--- src/rtl/tetris_input_pkg.sv ---
// Shared definitions for the PS/2 Tetris command decoder: command codes,
// Set 2 scancode constants, decoder state encoding and the key lookup.
package tetris_input_pkg;

  localparam int CMD_W    = 3;
  localparam int NUM_CMDS = 7;

  typedef enum logic [CMD_W-1:0] {
    CMD_NONE      = 3'd0,
    CMD_LEFT      = 3'd1,
    CMD_RIGHT     = 3'd2,
    CMD_ROT_CW    = 3'd3,
    CMD_ROT_CCW   = 3'd4,
    CMD_SOFT_DROP = 3'd5,
    CMD_HARD_DROP = 3'd6,
    CMD_PAUSE     = 3'd7
  } cmd_e;

  // Prefix / control bytes
  localparam logic [7:0] SC_E0 = 8'hE0;
  localparam logic [7:0] SC_F0 = 8'hF0;
  localparam logic [7:0] SC_E1 = 8'hE1;

  // Controller housekeeping bytes that never start a key sequence
  localparam logic [7:0] SC_BAT_OK = 8'hAA;
  localparam logic [7:0] SC_ACK    = 8'hFA;
  localparam logic [7:0] SC_RESEND = 8'hFE;
  localparam logic [7:0] SC_ECHO   = 8'hEE;
  localparam logic [7:0] SC_ERR0   = 8'h00;
  localparam logic [7:0] SC_ERR1   = 8'hFF;

  // Game keys (extended keys follow an E0 prefix)
  localparam logic [7:0] SC_LEFT  = 8'h6B;  // E0
  localparam logic [7:0] SC_RIGHT = 8'h74;  // E0
  localparam logic [7:0] SC_UP    = 8'h75;  // E0
  localparam logic [7:0] SC_DOWN  = 8'h72;  // E0
  localparam logic [7:0] SC_X     = 8'h22;
  localparam logic [7:0] SC_Z     = 8'h1A;
  localparam logic [7:0] SC_SPACE = 8'h29;
  localparam logic [7:0] SC_P     = 8'h4D;

  // Bytes following E1 in the Pause/Break make sequence
  localparam logic [2:0] SKIP_LEN = 3'd7;

  typedef enum logic [2:0] {
    ST_IDLE,
    ST_EXT,
    ST_BRK,
    ST_EXT_BRK,
    ST_SKIP
  } dec_state_e;

  // Map a scancode to a game command; ext selects the E0-prefixed table.
  function automatic cmd_e lookup_cmd(input logic ext, input logic [7:0] code);
    cmd_e cmd;
    cmd = CMD_NONE;
    if (ext) begin
      case (code)
        SC_LEFT:  cmd = CMD_LEFT;
        SC_RIGHT: cmd = CMD_RIGHT;
        SC_UP:    cmd = CMD_ROT_CW;
        SC_DOWN:  cmd = CMD_SOFT_DROP;
        default:  cmd = CMD_NONE;
      endcase
    end else begin
      case (code)
        SC_X:     cmd = CMD_ROT_CW;
        SC_Z:     cmd = CMD_ROT_CCW;
        SC_SPACE: cmd = CMD_HARD_DROP;
        SC_P:     cmd = CMD_PAUSE;
        default:  cmd = CMD_NONE;
      endcase
    end
    return cmd;
  endfunction

  // Housekeeping bytes that leave the idle decoder untouched.
  function automatic logic is_ignored(input logic [7:0] code);
    return (code == SC_BAT_OK) || (code == SC_ACK)  || (code == SC_RESEND) ||
           (code == SC_ECHO)   || (code == SC_ERR0) || (code == SC_ERR1);
  endfunction

endpackage

--- src/rtl/cmd_fifo.sv ---
// Synchronous show-ahead FIFO for game commands. Pop is ignored when empty;
// a push on full is accepted only if a pop frees a slot in the same cycle.
module cmd_fifo #(
  parameter int DEPTH = 8,
  parameter int W     = 3
) (
  input  logic                     clock,
  input  logic                     resetn,
  input  logic                     push,
  input  logic [W-1:0]             push_data,
  input  logic                     pop,
  output logic [W-1:0]             pop_data,
  output logic                     full,
  output logic                     empty,
  output logic [$clog2(DEPTH):0]   count
);

  localparam int AW = $clog2(DEPTH);
  localparam logic [AW:0] DEPTH_C = (AW+1)'(DEPTH);

  logic [W-1:0]  mem [DEPTH];
  logic [AW-1:0] wr_ptr_q, wr_ptr_d;
  logic [AW-1:0] rd_ptr_q, rd_ptr_d;
  logic [AW:0]   count_q, count_d;
  logic          push_ok, pop_ok;

  assign empty    = (count_q == '0);
  assign full     = (count_q == DEPTH_C);
  assign count    = count_q;
  // Show-ahead head; forced to 0 when empty so stale storage never leaks out.
  assign pop_data = empty ? '0 : mem[rd_ptr_q];

  // Accept/advance decisions and next pointer/count values
  always_comb begin
    pop_ok   = pop && !empty;
    push_ok  = push && (!full || pop_ok);
    wr_ptr_d = wr_ptr_q;
    rd_ptr_d = rd_ptr_q;
    count_d  = count_q;
    // Power-of-2 depth: pointers wrap by natural overflow.
    if (push_ok) wr_ptr_d = wr_ptr_q + 1'b1;
    if (pop_ok)  rd_ptr_d = rd_ptr_q + 1'b1;
    if (push_ok && !pop_ok)      count_d = count_q + 1'b1;
    else if (pop_ok && !push_ok) count_d = count_q - 1'b1;
  end

  // Pointer and occupancy registers
  always_ff @(posedge clock or negedge resetn) begin
    if (!resetn) begin
      wr_ptr_q <= '0;
      rd_ptr_q <= '0;
      count_q  <= '0;
    end else begin
      // NOTE: non-blocking assignments keep every flop sampling pre-edge values.
      wr_ptr_q <= wr_ptr_d;
      rd_ptr_q <= rd_ptr_d;
      count_q  <= count_d;
    end
  end

  // Storage write port
  // NOTE: storage has no reset; emptiness is tracked by count_q alone, which keeps it RAM-mappable.
  always_ff @(posedge clock) begin
    if (push_ok) mem[wr_ptr_q] <= push_data;
  end

endmodule

--- src/rtl/ps2_game_cmd_decoder.sv ---
// PS/2 Set 2 scancode decoder for Tetris controls. Decodes make/break/E0/E1
// sequences, tracks held keys, and queues game commands for the processor.
// Build option: define PS2_TYPEMATIC_FILTER_EN to suppress auto-repeat makes
// of a key that is already held.
module ps2_game_cmd_decoder
  import tetris_input_pkg::*;
#(
  parameter int FIFO_DEPTH     = 8,
  parameter int TIMEOUT_CYCLES = 250000
) (
  input  logic                          clock,
  input  logic                          resetn,
  input  logic                          ps2_key_pressed,
  input  logic [7:0]                    ps2_key_data,
  input  logic                          cmd_rd,
  output logic                          cmd_valid,
  output logic [CMD_W-1:0]              cmd_data,
  output logic [$clog2(FIFO_DEPTH):0]   cmd_count,
  output logic [NUM_CMDS-1:0]           key_held,
  output logic                          overflow,
  input  logic                          ovf_clr
);

  localparam int TW = $clog2(TIMEOUT_CYCLES + 1);
  // The force to IDLE happens as the counter steps onto TIMEOUT_CYCLES-1.
  localparam logic [TW-1:0] TO_LAST = TW'(TIMEOUT_CYCLES - 2);

  dec_state_e          state_q, state_d;
  logic [TW-1:0]       to_cnt_q, to_cnt_d;
  logic [2:0]          skip_q, skip_d;
  logic [NUM_CMDS-1:0] key_held_q, key_held_d;
  logic                overflow_q, overflow_d;

  cmd_e                dec_cmd;
  logic                is_make, is_brk;
  logic [2:0]          key_idx;
  logic                push;
  logic [CMD_W-1:0]    push_data;
  logic                fifo_full, fifo_empty;
  logic                pop_ok;

  // Decode FSM, timeout counter and key-held update
  always_comb begin
    state_d    = state_q;
    to_cnt_d   = to_cnt_q;
    skip_d     = skip_q;
    key_held_d = key_held_q;
    dec_cmd    = CMD_NONE;
    is_make    = 1'b0;
    is_brk     = 1'b0;
    key_idx    = '0;
    push       = 1'b0;
    push_data  = '0;

    if (ps2_key_pressed) begin
      to_cnt_d = '0;
      case (state_q)
        ST_IDLE: begin
          if (ps2_key_data == SC_E0)      state_d = ST_EXT;
          else if (ps2_key_data == SC_F0) state_d = ST_BRK;
          else if (ps2_key_data == SC_E1) begin
            state_d = ST_SKIP;
            skip_d  = SKIP_LEN;
          end else if (!is_ignored(ps2_key_data)) begin
            dec_cmd = lookup_cmd(1'b0, ps2_key_data);
            is_make = 1'b1;
          end
        end
        ST_EXT: begin
          if (ps2_key_data == SC_F0) state_d = ST_EXT_BRK;
          else begin
            dec_cmd = lookup_cmd(1'b1, ps2_key_data);
            is_make = 1'b1;
            state_d = ST_IDLE;
          end
        end
        ST_BRK: begin
          dec_cmd = lookup_cmd(1'b0, ps2_key_data);
          is_brk  = 1'b1;
          state_d = ST_IDLE;
        end
        ST_EXT_BRK: begin
          dec_cmd = lookup_cmd(1'b1, ps2_key_data);
          is_brk  = 1'b1;
          state_d = ST_IDLE;
        end
        ST_SKIP: begin
          skip_d = skip_q - 1'b1;
          if (skip_q == 3'd1) state_d = ST_IDLE;
        end
        default: state_d = ST_IDLE;
      endcase
    end else if (state_q != ST_IDLE) begin
      if (to_cnt_q >= TO_LAST) begin
        state_d  = ST_IDLE;
        to_cnt_d = '0;
      end else begin
        to_cnt_d = to_cnt_q + 1'b1;
      end
    end

    if (dec_cmd != CMD_NONE) begin
      key_idx = 3'(dec_cmd) - 3'd1;
      if (is_make) begin
        key_held_d[key_idx] = 1'b1;
`ifdef PS2_TYPEMATIC_FILTER_EN
        push = !key_held_q[key_idx];
`else
        push = 1'b1;
`endif
        push_data = 3'(dec_cmd);
      end else if (is_brk) begin
        key_held_d[key_idx] = 1'b0;
      end
    end
  end

  // Sticky overflow: a dropped push sets it, and setting beats clearing.
  always_comb begin
    pop_ok     = cmd_rd && !fifo_empty;
    overflow_d = overflow_q;
    if (ovf_clr) overflow_d = 1'b0;
    if (push && fifo_full && !pop_ok) overflow_d = 1'b1;
  end

  // Decoder state registers
  always_ff @(posedge clock or negedge resetn) begin
    if (!resetn) begin
      state_q    <= ST_IDLE;
      to_cnt_q   <= '0;
      skip_q     <= '0;
      key_held_q <= '0;
      overflow_q <= 1'b0;
    end else begin
      state_q    <= state_d;
      to_cnt_q   <= to_cnt_d;
      skip_q     <= skip_d;
      key_held_q <= key_held_d;
      overflow_q <= overflow_d;
    end
  end

  cmd_fifo #(
    .DEPTH (FIFO_DEPTH),
    .W     (CMD_W)
  ) u_fifo (
    .clock     (clock),
    .resetn    (resetn),
    .push      (push),
    .push_data (push_data),
    .pop       (cmd_rd),
    .pop_data  (cmd_data),
    .full      (fifo_full),
    .empty     (fifo_empty),
    .count     (cmd_count)
  );

  assign cmd_valid = !fifo_empty;
  assign key_held  = key_held_q;
  assign overflow  = overflow_q;

endmodule

--- config.mk ---
export PLATFORM = sky130hd
export DESIGN_NAME = ps2_game_cmd_decoder
export DESIGN_NICKNAME = d
export VERILOG_FILES = /design/src/rtl/tetris_input_pkg.sv /design/src/rtl/cmd_fifo.sv /design/src/rtl/ps2_game_cmd_decoder.sv
export SDC_FILE = /design/constraint.sdc
export NUM_CORES = 1
export LEC_CHECK = 0
export BUFFER_PORTS_ARGS = -buffer_cell sky130_fd_sc_hd__buf_4
export CAP_MARGIN = 20
export CORE_MARGIN = 5
export CORE_UTILIZATION = 45
export DETAILED_ROUTE_END_ITERATION = 8
export SYNTH_ARGS = -nofsm -noshare
export SYNTH_HDL_FRONTEND = slang
export SYNTH_SLANG_ARGS = --single-unit
--- constraint.sdc ---
create_clock -name clock -period 4.3 [get_ports clock]
set_clock_uncertainty 0.1 [all_clocks]
set_input_delay 0.43 -clock clock [delete_from_list [all_inputs] [get_ports clock]]
set_output_delay 0.43 -clock clock [all_outputs]
set_load 0.1 [all_outputs]
# Word-level counts from Yosys, hierarchy flattened
# Memories as Yosys holds them, arrays and structs flattened.
# Cells that the tools add are included.
# Widths: inputs -> output; s select.
[op_classes]
n_eq_ne = 27
addsub = 7
muxes = 49
reduce_logical = 32
bitwise = 3
n_lt_le_gt_ge = 3
[op_table]
columns = ["op", "n"]
rows = [
  ["$eq 8x8->1 const B", 8],
  ["$mux 3", 19],
  ["$mux 18", 3],
  ["$eq 8x7->1 const B", 5],
  ["$pmux 3 s4", 3],
  ["$add 18x1->18 const B", 1],
  ["$ge 18x18->1 const B", 1],
  ["$eq 8x6->1 const B", 2],
  ["$mux 1", 15],
  ["$mux 7", 2],
  ["$reduce_bool 2->1", 6],
  ["$pmux 3 s3", 1],
  ["$eq 8x5->1 const B", 1],
  ["$logic_not 8->1", 1],
  ["$mux 4", 2],
  ["$and 7x7->7", 1],
  ["$logic_and 1x1->1", 7],
  ["$not 7->7", 1],
  ["$or 7x7->7", 1],
  ["$add 3x1->3 const B", 2],
  ["$eq 3x1->1 const B", 2],
  ["$eq 3x2->1 const B", 2],
  ["$logic_or 1x1->1", 6],
  ["$ne 2x2->1 const B", 3],
  ["other kinds (21)", 26],
]
[totals]
mem_count = 1
ff_bits = 42
input_bits = 13
out_inout_bits = 16
ram_bits = 24
[memory_table]
columns = ["name", "depth", "word_bits", "read_ports", "rd_clocked_by_memory_dff", "write_ports", "line_no", "text"]
rows = [
  ["u_fifo.mem", 8, 3, 1, 0, 1, "cmd_fifo.sv:21", "logic [W-1:0] mem [DEPTH];"],
]

# Longest topological paths before layout
# Gate-level depths: netlist of the first run.
[logic_depth]
depth_word = 21
ltp_mapped = 19
mapped_depth_nobuf = 17

# By module
# A second synthesis of the first run with hierarchy kept.
[hier_totals]
hier_cells = 334
area_unflattened_um2 = 3642.2
[by_module_without_submodules]
columns = ["mod", "instances", "area_each_um2", "cells_each", "seq_area_each_um2"]
rows = [
  ["ps2_game_cmd_decoder", 1, 2089.5, 234, 800.8],
  ["cmd_fifo", 1, 1552.7, 100, 970.9],
]

# Least setup slack after synthesis of the first run
# OpenSTA, ideal clock, no wires.
[synth_path]
kind = "register to register"
startpoint = "reg state_q[0]"
endpoint = "reg u_fifo.count_q[3], in the netlist u_fifo.count[3]"
t_arrival_ns = 3.539
slack_ns = 0.498
stages_incl_launch_ff = 20
required_time_ns = 4.037
path_cell_list = "dfrtp_1 buf_6 or3_4 a31oi_4 nand4_4 a211oi_1 o21a_1 inv_1 ha_1 a211o_1 buf_6 inv_6 ha_1 inv_1 ha_1 a21o_1 a21oi_1 xnor2_1 nor2_1 xor2_1"
[synth_via]
elab_chain_len = 9
word_cells_on_any_way = 17
cone_classes = "eq/ne: 3; mux: 7; reduce/logical: 7"
[synth_lines]
columns = ["element", "line_no", "text"]
rows = [
  ["from (decl)", "ps2_game_cmd_decoder.sv:28", "dec_state_e state_q, state_d;"],
  ["from (signal assigned)", "ps2_game_cmd_decoder.sv:135", "state_q <= state_d;"],
  ["$eq 3x2->1 (tied with other cells)", "ps2_game_cmd_decoder.sv:57", "case (state_q)"],
  ["$pmux 3 s4 / $pmux 1 s2 (equally long branches)", "ps2_game_cmd_decoder.sv:57", ""],
  ["$mux 3 / $mux 1 (equally long branches)", "ps2_game_cmd_decoder.sv:55", "if (ps2_key_pressed) begin"],
  ["$reduce_bool 3->1 / $mux 1 (equally long branches)", "ps2_game_cmd_decoder.sv:102, ps2_game_cmd_decoder.sv:104", ""],
  ["$mux 1 *", "ps2_game_cmd_decoder.sv:102", "if (dec_cmd != CMD_NONE) begin"],
  ["$logic_and 1x1->1 *", "cmd_fifo.sv:36", "push_ok = push && (!full || pop_ok);"],
  ["named net u_fifo.push_ok", "cmd_fifo.sv:25", "logic push_ok, pop_ok;"],
  ["$logic_not 1->1", "cmd_fifo.sv:44", "else if (pop_ok && !push_ok) count_d = count_q - 1'b1;"],
  ["$logic_and 1x1->1", "cmd_fifo.sv:44", ""],
  ["$reduce_bool 2->1 (no source line)", "--", ""],
  ["to (signal assigned)", "cmd_fifo.sv:57", "count_q <= count_d;"],
  ["to (decl)", "cmd_fifo.sv:24", "logic [AW:0] count_q, count_d;"],
]
# Mark *: on every way through the listed nets, which the timed path passes. The rest lies on a longest branch.
# A chain may end at the register's enable or synchronous reset.

# Worst setup path after layout of the first run
# Ends and elaborated chain as after synthesis.

==> results of run 1 <==
## worst paths after layout
path	slack (ns)	start	end
max	0.36	state_q[0]	u_fifo.count[3]
max in group asynchronous	3.20	resetn	to_cnt_q[3]
min reg2reg	0.39	register	register
max reg2reg	0.36	state_q[0]	u_fifo.count[3]
min in group asynchronous	0.51	resetn	asynchronous set/reset pin
min	0.18	ovf_clr	overflow
## metal layers
metal,up-vias,global-route usage (%),share of wire [%]
met2,46,24.6,46
met3,9,3.55,3.7
met1,1323,22.0,49
met5,-,0,0
met4,0,4.94,1.4
li1,1370,-,-
## area by class of cell
type                            instances  area [µm²]
Clock buffer                            9         124
Clock inverter                          7        75.1
Fill cell                             720        3900
Inverter                               16        65.1
Multi-Input combinational cell        259        1880
Sequential cell                        66        1770
Tap cell                              105         131
Timing Repair Buffer                   35         265
## power groups by stage
stage	clock network (W)	logic (W)	registers, W
2_1_floorplan	0	0.000424	0.000923
3_3_place_gp	0	0.000642	0.000842
3_5_place_dp	0	0.000645	0.000845
4_1_cts	0.000543	0.000647	0.000832
5_1_grt	0.000573	0.000705	0.000850
6_report	0.000531	0.000642	0.000832
## cells by family after synthesis
kind of cell	after synthesis
xor gates and xnor gates	17
AOI/OAI and AO/OA	57
adders and majority gates	12
DFF	66
muxes	20
and+or+nand+nor	153
buffers and inverters	34
## cell usage in the layout, fill, tap and decap left out, drive strengths merged, types with 7 or more instances in the layout
cell type   n
nor4        9
ha         11
edfxtp     24
xnor2      10
nor2       39
clkbuf      9
xor2        7
dfrtp      42
mux2       11
buf        34
nand2      28
o21ai      17
and3        8
inv        18
nor3       14
nand3      14
## cells in the mapped netlist (2+ instances only)
cell	count
dfrtp_1	42
nor2_1	39
nand2_1	28
edfxtp_1	24
o21ai_0	16
inv_1	15
nand3_1	14
nor3_1	14
ha_1	11
xnor2_1	10
and3_1	8
clkbuf_1	8
mux2_1	7
xor2_1	7
a21oi_1	6
mux4_2	6
nor4_1	6
a31oi_1	5
nor3b_1	5
buf_2	4
nand2b_1	4
nand4_1	4
nor2b_1	4
a211oi_1	3
and2_1	3
buf_1	3
mux2_2	3
mux2i_1	3
nor4_2	3
nor4b_2	3
nor4bb_1	3
o211ai_1	3
o41ai_1	3
or2_1	3
a211o_1	2
and4b_1	2
buf_6	2
nand3b_1	2
o211a_1	2
o21a_1	2
o22ai_1	2
or2_2	2
## metrics by stage
step | area (µm²) | utilization (%) | hold WS, ns
finish | 4320 | 52.5 | 0.177
floorplan | 3810 | - | 0.0344
global route | 4320 | 52.5 | 0.170
CTS | 4320 | 52.5 | 0.162
detailed placement | 4110 | 50.0 | 0.360
global placement | 4110 | 50.0 | 0.363
==> summary.txt, run 1 <==
Floorplan
  • I/O pin cnt: 29
  • Core area: 8220 µm²
  • Die area: between 10000 and 15000 µm²
  • Row count: 33
  • Die Y: slightly above 100 µm
  • Initial core utilization: between 40 and 50%
  • Die W: a little over 100 µm

Routing
  • DRT iter0 DRCs: 104
  • Vias post-DR: between 2k and 3k
  • DR WL/cell: about 15 µm
  • Drt via density: 5.53
  • DRT Wirelength: ~7500 µm
  • Final ANT Viol Nets: 0
  • First drt pass iteration count: 4
  • Drt drc: 0

Setup path
  • Req. time, crit path: around 4.4 ns
  • Buf/Inv on CP: 3
  • CP dominant cell by count: ha_1
  • Crit path largest cell delay: roughly 0.47 ns
  • CP top delay family: compound AO/OA/AOI/OAI gates
  • Critical-path top delay cell: dfrtp_1
  • Nature of the critical path endpoint: register
  • CP Depth: 17
  • Worst-path fanout max: 8
  • Critical path launch point type: register
  • Critical path arrival: 4.06 ns
  • Kind of critical path: reg2reg
  • Crit path cell chain: or3_4, a31oi_4, nand4_4, a211oi_1, o21a_1, inv_1, ha_1, a211o_1, inv_6, ha_1, inv_1, ha_1, a21o_1, a21oi_1, xnor2_1, nor2_1, xor2_1
  • R2R depth: 17

Clock tree
  • H-Tree Depth: 3
  • CTS hold repair buffers: 1
  • Clk_lat worst skew: 0.34 ns
  • TritonCTS buffer count: 9
  • Post-CTS setup buffers: 0
  • Maximum buffer depth of the clock tree: 2
  • Clk sinks: 66
  • Clk root buf: clkbuf_8
  • Clock slew at reported path FFs: around 0.08 ns
  • CTS resizes: 0
  • CTS tree: done

Synthesis
  • Largest family of logic cells by synthesized area: simple AND/OR/NAND/NOR gates
  • XOR/XNOR Fraction of Synth Area: under 10%
  • Synth area leaders: dfrtp_1, edfxtp_1, nor2_1, ha_1, mux4_2
  • EDFF count, synth: 24
  • Gate Count Post-Synth: between 300 and 400
  • Synth Register Bits: 66
  • Post-synthesis async set-or-reset flop share: 63.6%
  • Syn_nets: 384
  • YS warnings: 0
  • Mux cell area share after synthesis: 7.68%
  • Post-synth top area cell: dfrtp_1
  • Average size of a mapped cell: ~11 µm²
  • Adder-Cell Fraction of Synth Area: between 4 and 5%
  • Post-synthesis simple-gate area fraction: a little under a quarter
  • Distinct cells, synth: 65
  • Share of the synthesized area in the top cell type: ~28%
  • Synth Cell Area: between 3000 and 4000 µm²
  • Main synth FF type: dfrtp_1
  • Synth Area in Compound Gates: between 10% and 20%
  • Sequential area share after synthesis: roughly 46%

Place
  • I/O Buffers: 28
  • Gpl congestion: approximately 0.8
  • Dpl ws: ~0.38 ns
  • Post-DP HPWL: 5460 µm
  • Placed insts: 480

STA
  • Slew Viols, Final: 0
  • Final-report hold violation count: 0
  • Slew HR: 48.0%
  • Period utilisation layout: slightly above 90%
  • Slew @ Worst Pin: around 0.78 ns
  • Final critical-path required period: just under 4 ns
  • Final setup viols: 0
  • Unrepaired setup endpoints after global routing: false
  • Setup WS post-layout: about 0.36 ns
  • TNS Setup: 0 ns
  • Fmax: around 250 MHz

Global route
  • GR Util All Layers: between 10% and 20%
  • Number of global-route vias before repair: 2685
  • First-pass GRT wire length: about 13000 µm
  • Grt ovf: 0
  • Initial antenna violation count: 0
  • Pin count of the biggest net entering global routing: 43

Final layout
  • Final nets: 412
  • Area growth syn-to-layout: 13.2%
  • ANT cells: 0
  • Non-Filler Instances: roughly 500
  • Share of layout cells above drive strength 1: 19.9%

Power
  • Comb pwr share: 32.0%
  • Pwr Density: roughly 460 nW/µm²
  • Internal power contribution: ~0.0012 W
  • VDD IR max: 0.000257 V
  • Power Total: between 0.002 and 0.0025 W
  • P_sw: between 0.0007 and 0.0008 W
  • Sw Share: approximately 40%
  • Clock power frac: between 20% and 30%
  • Sequential share of power: about two fifths
  • Leak Pwr: approximately 1.8 nW

Status
  • Status: completed

Hold path
  • Hold Crit Depth: 2
  • Hold Crit Class: in2reg

Job
  • Max Cap Viol: 0
No activity file was read; power rests on OpenSTA's default activity.
==> run 2, diff against run 1 <==
- BUFFER_PORTS_ARGS: -buffer_cell sky130_fd_sc_hd__buf_4 -> not set
- DONT_BUFFER_PORTS: not set -> 1
==> run 2 against run 1 <==
Net effect: global-route usage barely moved; critical path depth did not move; sequential power fell by 0.5%; fmax fell by 1.4%; sequential share of layout area rose by 1.1 points; sequential cell count did not move; utilization fell by 1.4 points; largest power group unchanged.
==> summary.txt, run 2 (synthesis results as in run 1) <==
Power
  • VDD IR max: 0.000269 V (+4.5%)
  • Power Total: 0.00205 W (+2.4%)
  • Leak Pwr: 1.70 nW (-5.8%)
  • Pwr Density: 489 nW/µm² (+5.3%)

Global route
  • Grt ovf: 0 (unchanged)
  • GR Util All Layers: 15.8% (about the same)
  • Number of global-route vias before repair: 2624 (-2.3%)
  • Pin count of the biggest net entering global routing: 43 (unchanged)
  • Initial antenna violation count: 0 (unchanged)
  • First-pass GRT wire length: 13000 µm (-0.21%)

Routing
  • Drt drc: 0 (unchanged)
  • Top sig layer: met4
  • Drt via density: 5.67 (+2.6%)
  • DRT Wirelength: 7580 µm (+0.97%)
  • Met2 routed WL: 3550 µm (+2.7%)
  • Final ANT Viol Nets: 0 (unchanged)
  • First drt pass iteration count: 4 (unchanged)
  • Routed met1 length: 3670 µm (+0.16%)
  • DR WL met3: 289 µm (+4.0%)
  • Vias post-DR: 2688 (-2.2%)
  • DR WL/cell: 16.0 µm (+5.9%)
  • DRT iter0 DRCs: 66 (-37%)

Floorplan
  • Initial core utilization: 46.4% (unchanged)
  • Die W: 102 µm (unchanged)
  • Die Y: 102 µm (unchanged)
  • Row count: 33 (unchanged)
  • Core area: 8220 µm² (unchanged)
  • Die area: 10400 µm² (unchanged)
  • I/O pin cnt: 29 (unchanged)

STA
  • Setup WS post-layout: 0.304 ns (-0.0551 ns)
  • Period utilisation layout: 92.9% (+1.3 points)
  • Final-report hold violation count: 0 (unchanged)
  • WHS: 0.0886 ns (-0.0889 ns)
  • Unrepaired setup endpoints after global routing: false
  • TNS Setup: 0 ns (unchanged)
  • Slew Viols, Final: 0 (unchanged)
  • Fmax: 250 MHz (-1.4%)
  • Final setup viols: 0 (unchanged)
  • Final critical-path required period: 4.00 ns (+0.0551 ns)
  • Slew @ Worst Pin: 1.06 ns (+0.281 ns)
  • Slew HR: 29.4% (-19 points)

Final layout
  • Most common cell after layout, fill and taps aside: dfrtp_1
  • Layout fillers: 727 (+0.97%)
  • Share of layout cells above drive strength 1: 15.7% (-4.2 points)
  • Final instance area: 4200 µm² (-2.7%)
  • Most frequent cells in the layout: dfrtp_1, nor2_1, nand2_1
  • Area growth syn-to-layout: 10.1%
  • Final nets: 389 (-5.6%)
  • ANT cells: 0 (unchanged)
  • Register Area: 1770 µm² (unchanged)
  • Multi-input gate area in the final layout: 1890 µm² (+0.40%)

Setup path
  • R2r startpoint: state_q[0]
  • Buf/Inv on CP: 3 (unchanged)
  • Critical-path top delay cell: a211o_1
  • R2R depth: 17 (unchanged)
  • Nature of the critical path endpoint: register
  • Worst R2R End: u_fifo.count[3]
  • CP top delay family: compound AO/OA/AOI/OAI gates
  • Kind of critical path: reg2reg
  • Crit path cell chain: or3_4, a31oi_4, nand4_4, a211oi_1, o21a_1, inv_1, ha_1, a211o_1, inv_6, ha_1, inv_1, ha_1, a21o_1, a21oi_1, xnor2_1, nor2_1, xor2_1
  • Req. time, crit path: 4.42 ns (about the same)
  • Crit path largest cell delay: 0.45 ns (-0.02 ns)
  • R2r setup slk: 0.30 ns (-0.06 ns)
  • Critical path arrival: 4.12 ns (+0.06 ns)
  • Worst-path fanout max: 9 (+1)
  • CP dominant cell by count: ha_1
  • Critical path launch point type: register

Place
  • Dpl cell area: 3940 µm² (-4.2%)
  • Gpl congestion: 0.816 (-0.51%)
  • Post-DP HPWL: 5370 µm (-1.7%)
  • I/O Buffers: 0 (-100%)
  • Dpl ws: 0.347 ns (-0.0329 ns)

Clock tree
  • Clk sinks: 66 (unchanged)
  • H-Tree Depth: 3 (unchanged)
  • CTS resizes: 0 (unchanged)
  • Clk root buf: clkbuf_8
  • CTS hold repair buffers: 2 (+1)
  • CTS tree: done
  • Maximum buffer depth of the clock tree: 2 (unchanged)
  • TritonCTS buffer count: 9 (unchanged)
  • Clk_lat worst skew: 0.34 ns (about the same)
  • Post-CTS setup buffers: 0 (unchanged)
  • Clock slew at reported path FFs: 0.08 ns (about the same)

Hold path
  • Hold Crit Class: in2reg
  • Hold Crit Depth: 1 (-1)
  • Hold Path Origin: ps2_key_pressed
  • Hold Path Sink: to_cnt_q[1]

Status
  • Status: completed

Job
  • Max Cap Viol: 0 (unchanged)
[run 2: cell types whose count changed in the layout (fill, tap and decap cells not counted), moves of 2 or more]
| cell | change |
|---|---|
| clkinv_2 | -2 |
| buf_4 | -24 |
| nor2_2 | +3 |
| nor2_1 | -3 |
[run 2: cell type report]
cell class                 count  share of cell area, %
timing repair buffer          12                   2.68
tap                          105                   3.13
inverter                      16                   1.55
sequential                    66                   42.2
clock buffer                   9                   2.95
multi-input combinational    259                   45.1
clock inverter                 7                   2.44
[run 2: metrics by stage]
step	std cells	util, %
4_1_cts	474	51.1
2_1_floorplan	359	-
6_report	474	51.1
3_5_place_dp	456	47.9
3_3_place_gp	456	47.9
5_1_grt	474	51.1
[run 2: per-layer routing]
metal / global-route usage [%] / up-vias
li1: - / 1335
met1: 23.1 / 1301
met2: 23.8 / 46
met3: 2.59 / 6
met4: 5.45 / 0
met5: 0 / -
[run 2: worst max-delay path by stage]
stage / start / to / slack (ns) / cells past startpoint
2_1_floorplan: state_q[0] / u_fifo.count[3] / 0.50 / 19
3_3_place_gp: state_q[0] / u_fifo.count[3] / 0.45 / 17
3_5_place_dp: state_q[0] / u_fifo.count[3] / 0.35 / 17
4_1_cts: state_q[0] / u_fifo.count[3] / 0.32 / 17
5_1_grt: state_q[0] / u_fifo.count[3] / 0.005 / 17
6_report: state_q[0] / u_fifo.count[3] / 0.30 / 17
[run 2: where the power goes]
| group | internal, W | switching [W] | leakage [nW] | total, W |
|---|---|---|---|---|
| logic | 0.000226 | 0.000407 | 0.759 | 0.000633 |
| clock network | 0.000331 | 0.000260 | 0.110 | 0.000591 |
| registers | 0.000716 | 0.000112 | 0.835 | 0.000828 |
